## config.mk

```make
export PLATFORM = sky130hd
export DESIGN_NAME = mips32_imem_loader
export DESIGN_NICKNAME = d
export VERILOG_FILES = /design/src/rtl/mips32_pkg.sv /design/src/rtl/mips32_imem_wr_stage.sv /design/src/rtl/mips32_imem_loader.sv
export SDC_FILE = /design/constraint.sdc
export NUM_CORES = 1
export LEC_CHECK = 0
export BUFFER_PORTS_ARGS = -buffer_cell sky130_fd_sc_hd__buf_4
export CORE_MARGIN = 4
export CORE_UTILIZATION = 40
export CTS_CLUSTER_SIZE = 20
export DETAILED_ROUTE_END_ITERATION = 10
export SETUP_SLACK_MARGIN = 0.05
export SLEW_MARGIN = 5
export SYNTH_ARGS = -nofsm -noshare
export SYNTH_HDL_FRONTEND = slang
export SYNTH_HIERARCHICAL = 1
export SYNTH_SLANG_ARGS = --single-unit
```

## constraint.sdc

```tcl
create_clock -name clk -period 5.4 [get_ports clk]
set_input_delay 0 -clock clk [delete_from_list [all_inputs] [get_ports clk]]
set_output_delay 0 -clock clk [all_outputs]
set_load 0.005 [all_outputs]
```

## src/rtl/mips32_pkg.sv

```systemverilog
// mips32 shared definitions: word width and loader state encoding.
// Latency: n/a (package only).
// Backpressure: n/a.
package mips32_pkg;

    // Native instruction word width of the mips32 core.
    localparam int WORD_W = 32;

    // Loader control states.
    typedef enum logic [1:0] {
        ST_IDLE = 2'd0,
        ST_LOAD = 2'd1,
        ST_RUN  = 2'd2,
        ST_ERR  = 2'd3
    } state_t;

endpackage

```

## src/rtl/mips32_imem_wr_stage.sv

```systemverilog
// Registered instruction-memory write port plus running checksum of written words.
// Latency: one cycle from wr_en at an edge to mem_we/mem_addr/mem_wdata valid.
// Backpressure: none; accepts one write per cycle, memory is assumed always writable.
//
// Ports:
//   clk, rst_n          clock, async active-low reset
//   wr_en/wr_addr/wr_data  word accepted this cycle and its target address
//   sum_clr             clear checksum (new load accepted)
//   mem_we/mem_addr/mem_wdata  registered write strobe/address/data to memory
//   checksum            sum mod 2^DATA_W of words written since last sum_clr
module mips32_imem_wr_stage
    import mips32_pkg::*;
#(
    parameter int DATA_W    = WORD_W,
    parameter int ADDR_W    = 10,
    parameter int BASE_ADDR = 0
) (
    input  logic              clk,
    input  logic              rst_n,
    input  logic              wr_en,
    input  logic [ADDR_W-1:0] wr_addr,
    input  logic [DATA_W-1:0] wr_data,
    input  logic              sum_clr,
    output logic              mem_we,
    output logic [ADDR_W-1:0] mem_addr,
    output logic [DATA_W-1:0] mem_wdata,
    output logic [DATA_W-1:0] checksum
);

    localparam logic [ADDR_W-1:0] BASE_A = ADDR_W'(BASE_ADDR);

    // Strobe is a pure one-cycle pulse per accepted word; address/data
    // hold their last value between writes to keep the memory bus quiet.
    always_ff @(posedge clk or negedge rst_n) begin
        if (!rst_n) begin
            mem_we    <= 1'b0;
            mem_addr  <= BASE_A;
            mem_wdata <= '0;
        end else begin
            mem_we <= wr_en;
            if (wr_en) begin
                mem_addr  <= wr_addr;
                mem_wdata <= wr_data;
            end
        end
    end

    // Checksum advances on the same edge the write is registered, so it
    // always reflects exactly the words whose strobe has been issued.
    // Wraps silently modulo 2^DATA_W.
    always_ff @(posedge clk or negedge rst_n) begin
        if (!rst_n) begin
            checksum <= '0;
        end else if (sum_clr) begin
            checksum <= '0;
        end else if (wr_en) begin
            checksum <= checksum + wr_data;
        end
    end

endmodule

```

## src/rtl/mips32_imem_loader.sv

```systemverilog
// Boot loader: streams a program into instruction memory at BASE_ADDR, then enables the core.
// Latency: write strobe one cycle after each transfer; cpu_en rises the cycle after the last write.
// Backpressure: s_ready is a registered decode of LOAD, independent of s_valid; low in all other states.
//
// Ports:
//   clk, rst_n                 clock, async active-low reset
//   start, load_len            begin a load of load_len words (sampled in IDLE only)
//   s_valid, s_data, s_ready   program word stream (valid/ready)
//   halt                       abort a load / stop a running core / clear an error
//   mem_we, mem_addr, mem_wdata  instruction memory write port
//   cpu_en, done, err          core enable, load-complete flag, bad-length flag
//   checksum                   running sum of words written by the current load
module mips32_imem_loader
    import mips32_pkg::*;
#(
    parameter int DATA_W    = WORD_W,
    parameter int ADDR_W    = 10,
    parameter int DEPTH     = 1024,
    parameter int BASE_ADDR = 0
) (
    input  logic              clk,
    input  logic              rst_n,
    input  logic              start,
    input  logic [ADDR_W:0]   load_len,
    input  logic              s_valid,
    input  logic [DATA_W-1:0] s_data,
    output logic              s_ready,
    input  logic              halt,
    output logic              mem_we,
    output logic [ADDR_W-1:0] mem_addr,
    output logic [DATA_W-1:0] mem_wdata,
    output logic              cpu_en,
    output logic              done,
    output logic              err,
    output logic [DATA_W-1:0] checksum
);

    // Two spare bits so BASE_ADDR + load_len cannot overflow the check.
    localparam int                LCHK_W = ADDR_W + 2;
    localparam logic [LCHK_W-1:0] BASE_L = LCHK_W'(BASE_ADDR);
    localparam logic [LCHK_W-1:0] DEPTH_L = LCHK_W'(DEPTH);
    localparam logic [ADDR_W-1:0] BASE_A = ADDR_W'(BASE_ADDR);
    localparam logic [ADDR_W:0]   CNT_ONE = (ADDR_W + 1)'(1);

    state_t             state;
    state_t             next_state;
    logic [ADDR_W:0]    cnt;
    logic [ADDR_W-1:0]  ptr;
    logic [LCHK_W-1:0]  len_end;
    logic               len_ok;
    logic               xfer;
    logic               last_xfer;
    logic               ld_accept;

    // Length is legal when non-zero and the load stays inside memory;
    // this also guarantees the pointer never wraps during the load.
    assign len_end   = BASE_L + LCHK_W'(load_len);
    assign len_ok    = (load_len != '0) && (len_end <= DEPTH_L);

    // s_ready is high exactly while in LOAD, so xfer implies LOAD.
    assign xfer      = s_valid && s_ready;
    assign last_xfer = xfer && (cnt == CNT_ONE);

    always_ff @(posedge clk or negedge rst_n) begin
        if (!rst_n) begin
            state <= ST_IDLE;
        end else begin
            state <= next_state;
        end
    end

    always_comb begin
        next_state = state;
        ld_accept  = 1'b0;
        case (state)
            ST_IDLE: begin
                // start takes priority over a simultaneous halt here.
                if (start) begin
                    if (len_ok) begin
                        next_state = ST_LOAD;
                        ld_accept  = 1'b1;
                    end else begin
                        next_state = ST_ERR;
                    end
                end
            end
            ST_LOAD: begin
                // A word transferring alongside halt is still written by
                // the write stage; only the state returns to IDLE.
                if (halt) begin
                    next_state = ST_IDLE;
                end else if (last_xfer) begin
                    next_state = ST_RUN;
                end
            end
            ST_RUN: begin
                if (halt) begin
                    next_state = ST_IDLE;
                end
            end
            ST_ERR: begin
                if (halt) begin
                    next_state = ST_IDLE;
                end
            end
            default: begin
                next_state = ST_IDLE;
            end
        endcase
    end

    // Remaining-word counter and write pointer.
    always_ff @(posedge clk or negedge rst_n) begin
        if (!rst_n) begin
            cnt <= '0;
            ptr <= BASE_A;
        end else if (ld_accept) begin
            cnt <= load_len;
            ptr <= BASE_A;
        end else if (xfer) begin
            cnt <= cnt - CNT_ONE;
            ptr <= ptr + ADDR_W'(1);
        end
    end

    // Registered status outputs. cpu_en/done need the state to already be
    // RUN, which delays their first cycle until after the final write strobe
    // (that strobe is issued on the same edge that enters RUN). Qualifying
    // with next_state drops them on the very edge that samples halt.
    always_ff @(posedge clk or negedge rst_n) begin
        if (!rst_n) begin
            s_ready <= 1'b0;
            cpu_en  <= 1'b0;
            done    <= 1'b0;
            err     <= 1'b0;
        end else begin
            s_ready <= (next_state == ST_LOAD);
            cpu_en  <= (state == ST_RUN) && (next_state == ST_RUN);
            done    <= (state == ST_RUN) && (next_state == ST_RUN);
            err     <= (next_state == ST_ERR);
        end
    end

    mips32_imem_wr_stage #(
        .DATA_W    (DATA_W),
        .ADDR_W    (ADDR_W),
        .BASE_ADDR (BASE_ADDR)
    ) u_wr_stage (
        .clk       (clk),
        .rst_n     (rst_n),
        .wr_en     (xfer),
        .wr_addr   (ptr),
        .wr_data   (s_data),
        .sum_clr   (ld_accept),
        .mem_we    (mem_we),
        .mem_addr  (mem_addr),
        .mem_wdata (mem_wdata),
        .checksum  (checksum)
    );

endmodule
```

==> impl_metrics.toml <==
[sta]
period_needed_ns = 2.89
rsz0062_at_grt = "false"
finalSetupViolations = 0
setup-tns-final_ns = 0
relSlewSlack = 0.473
finalCritPeriodShare = 0.534
hold_viol = 0
layout_setup_ws_ns = 2.51
worst_clock_skew_ns = 0.0102
finalMaxSlewViolations = 0
worst_pin_slew_ns = 0.791
fmax_mhz = 347

[global_routing]
use_met3 = 0.0333
grt.met2_usage = 0.297
grt_max_degree = 62
grtUsageTotal = 0.178
grt_overflow = 0
grt_pass1_vias = 5221
grt_util_met1 = 0.226
grt_first_pass_wirelength_microns = 25800
antenna_found_initial = 0
gr-max-usage-layer = "met2"

[floorplanning]
die_area_sq_um = 17300
coreArea_sq_um = 14800
num_rows = 44
die_w_microns = 131
start_util = 0.413
io_pins = 127
dieHeight_microns = 131

[synth]
yosys_register_bits = 101
synth-edff-count = 0
syn-mean-instance-area_sq_um = 10.5
synth_nets = 666
synthFlopType = "dfrtp_1"
async_flop_share = 1.00
syn_inst = 583
yosysWarningCount = 6
syn_area_sq_um = 6100
ys_seq_area_frac = 0.414
yosysUniqueCellTypes = 79

[clock_tree]
htreeDepth = 3
clk_latency_ns = 0.35
cts-root-buf = "clkbuf_16"
cts_tree = "yes"
clock-sinks = 101
cts_buffers = 9
clk_pin_slew_ns = 0.07
clockBufferDepth = 2
cts_setup_buffers = 0

[finish]
syn_to_final_growth_pct = 30.0
insertedDiodeCount = 0
layout-drive-gt1-share = 0.283
nets = 830

[worst_setup_path]
cp_max_fo = 4
critical_path.slowest_cell = "a2111oi_2"
worst-endpoint-arrival_ns = 3.18
max_stage_delay_ns = 0.41
crit_chain = "ha_1 > inv_1 > fa_1 > and2b_1 > o211ai_1 > a2111oi_2 > o21ai_2 > and2_4 > a211oi_1 > mux2_1 > nand2_1"
cp_num_buf_inv = 1
endpoint_kind = "register"
crit_type = "reg -> reg"
cp-start-kind = "register"
critPathRequiredTime_ns = 5.69
cpLargestDelayFamily = "compound AO/OA/AOI/OAI gates"

[place]
port_buffers = 126
dp_hpwl_microns = 11100
dpl_worst_slack_ns = 2.56
gp_congestion = 0.882

[detailed_routing]
postRouteWirelength_microns = 15200
drc = 0
drt.antenna.violating_nets = 0
drt_pass1_iterations = 4
drtIter0Drc = 250
vias = 5102
vias_per_cell = 5.45
wl_per_cell_microns = 16.3

[worst_hold_path]
hp-class = "in -> reg"

[job]
maxCapViolations = 0

[pwr]
worst_ir_drop_vdd_uv = 220
power_mw = 3.81
leakage_nw = 3.74
power.density_nw_per_um2 = 481

[outcome]
status = "complete, no violations"
-- timing repair --
| action | 4_1_cts | 5_1_grt |
|---|---|---|
| hold buffers | 45 | 0 |
| endpoints found under the setup margin | 0 | 0 |
| hold endpoints to repair | 89 | 0 |
| gates resized for setup | 0 | 0 |
-- cell type report --
cell class | instances | area, sq um
clock buffers | 9 | 225
fillers | 1323 | 6830
flip-flops and latches | 101 | 2530
clock inverters | 7 | 56.3
inverters | 14 | 55.1
multi-input cells | 447 | 3410
well taps | 184 | 230
repair buffers | 174 | 1420
-- stage by stage --
step,hold WS (ns),cell area (sq um),utilization,instances
2_1_floorplan,-0.296,6100,-,583
3_3_place_gp,0.0420,7190,0.488,875
3_5_place_dp,0.0400,7190,0.488,875
4_1_cts,0.0307,7930,0.537,936
5_1_grt,0.0556,7930,0.537,936
6_report,0.0460,7930,0.537,936
-- power breakdown --
part	switching [mW]	internal, mW	leakage (nW)
Clock	0.304	0.318	0.137
Combinational	0.913	1.01	2.33
Sequential	0.221	1.04	1.27
Total	1.44	2.37	3.74
-- tightest hold or removal path, stage by stage --
cell     delay (ns)
buf_4          0.09
a22o_1         0.13
o211a_1        0.15
-- registers in the layout (all words and copies together), names as in the netlist --
register and flops:
state 2, u_wr_stage/mem_addr 10, u_wr_stage/checksum 32, u_wr_stage/mem_wdata 32, s_ready 1, done 1
cnt 11, u_wr_stage/mem_we 1, ptr 10, err 1
-- per-layer routing --
layer  part of all wire  wire [microns]  up-vias
met3              0.049             748       26
met1               0.45            6810     2448
met5                  0               0        -
met2               0.48            7270      141
met4              0.027             414        0
li1                   -               -     2487
-- final timing paths --
kind / start / end / slack [ns] / cells after the start
max in group asynchronous: rst_n / ptr[6]$_DFFE_PN0P_ / 4.06 / 3
min: start / s_ready$_DFF_PN0_ / 0.05 / 3
max: u_wr_stage/checksum[0]$_DFFE_PN0P_ / u_wr_stage/checksum[28]$_DFFE_PN0P_ / 2.51 / 11
max reg2reg: u_wr_stage/checksum[0]$_DFFE_PN0P_ / u_wr_stage/checksum[28]$_DFFE_PN0P_ / 2.51 / 11
min reg2reg: state[0]$_DFF_PN0_ / done$_DFF_PN0_ / 0.50 / 1
min in group asynchronous: rst_n / u_wr_stage/mem_wdata[3]$_DFFE_PN0P_ / 0.18 / 2
-- Yosys cell counts (4+ instances only) --
cell type	number	area (sq um)
a211oi_1	5	37.5
a21oi_1	32	160
o21ai_0	20	100
a31oi_1	9	56.3
nand2_1	31	116
clkbuf_1	10	37.5
dfrtp_1	101	2530
buf_1	4	15.0
nor2b_1	8	50.1
xor2_1	19	166
nand3_1	15	75.1
a22o_1	5	43.8
mux2i_1	17	170
and3_1	4	25.0
inv_1	13	48.8
o211ai_1	6	45.0
nand4_1	7	43.8
a21o_1	12	90.1
o21a_1	5	37.5
mux2_4	8	120
xnor2_1	21	184
nor2_1	53	199
ha_1	34	425
and4_1	5	43.8
nor3_1	9	45.0
mux2_2	43	484
nor4_1	8	50.1
-- cells by family after synthesis --
group,after synthesis,share of synthesized area
simple gates,169,0.145
compound gates,134,0.155
flops,101,0.414
mux,69,0.129
xor+xnor,40,0.0574
buf+inv,35,0.0261
fa+ha+maj,35,0.0730
-- cell usage in the layout, fill, tap and decap left out, drive strengths merged, types with 17 or more instances in the layout --
cell type      n
nor2          53
xor2          19
ha            34
o21ai         23
nand2         32
mux2          52
dlygate4sd3   45
mux2i         17
inv           17
xnor2         21
dfrtp        101
buf          129
a21oi         33
(Power assumes the default switching activity.)
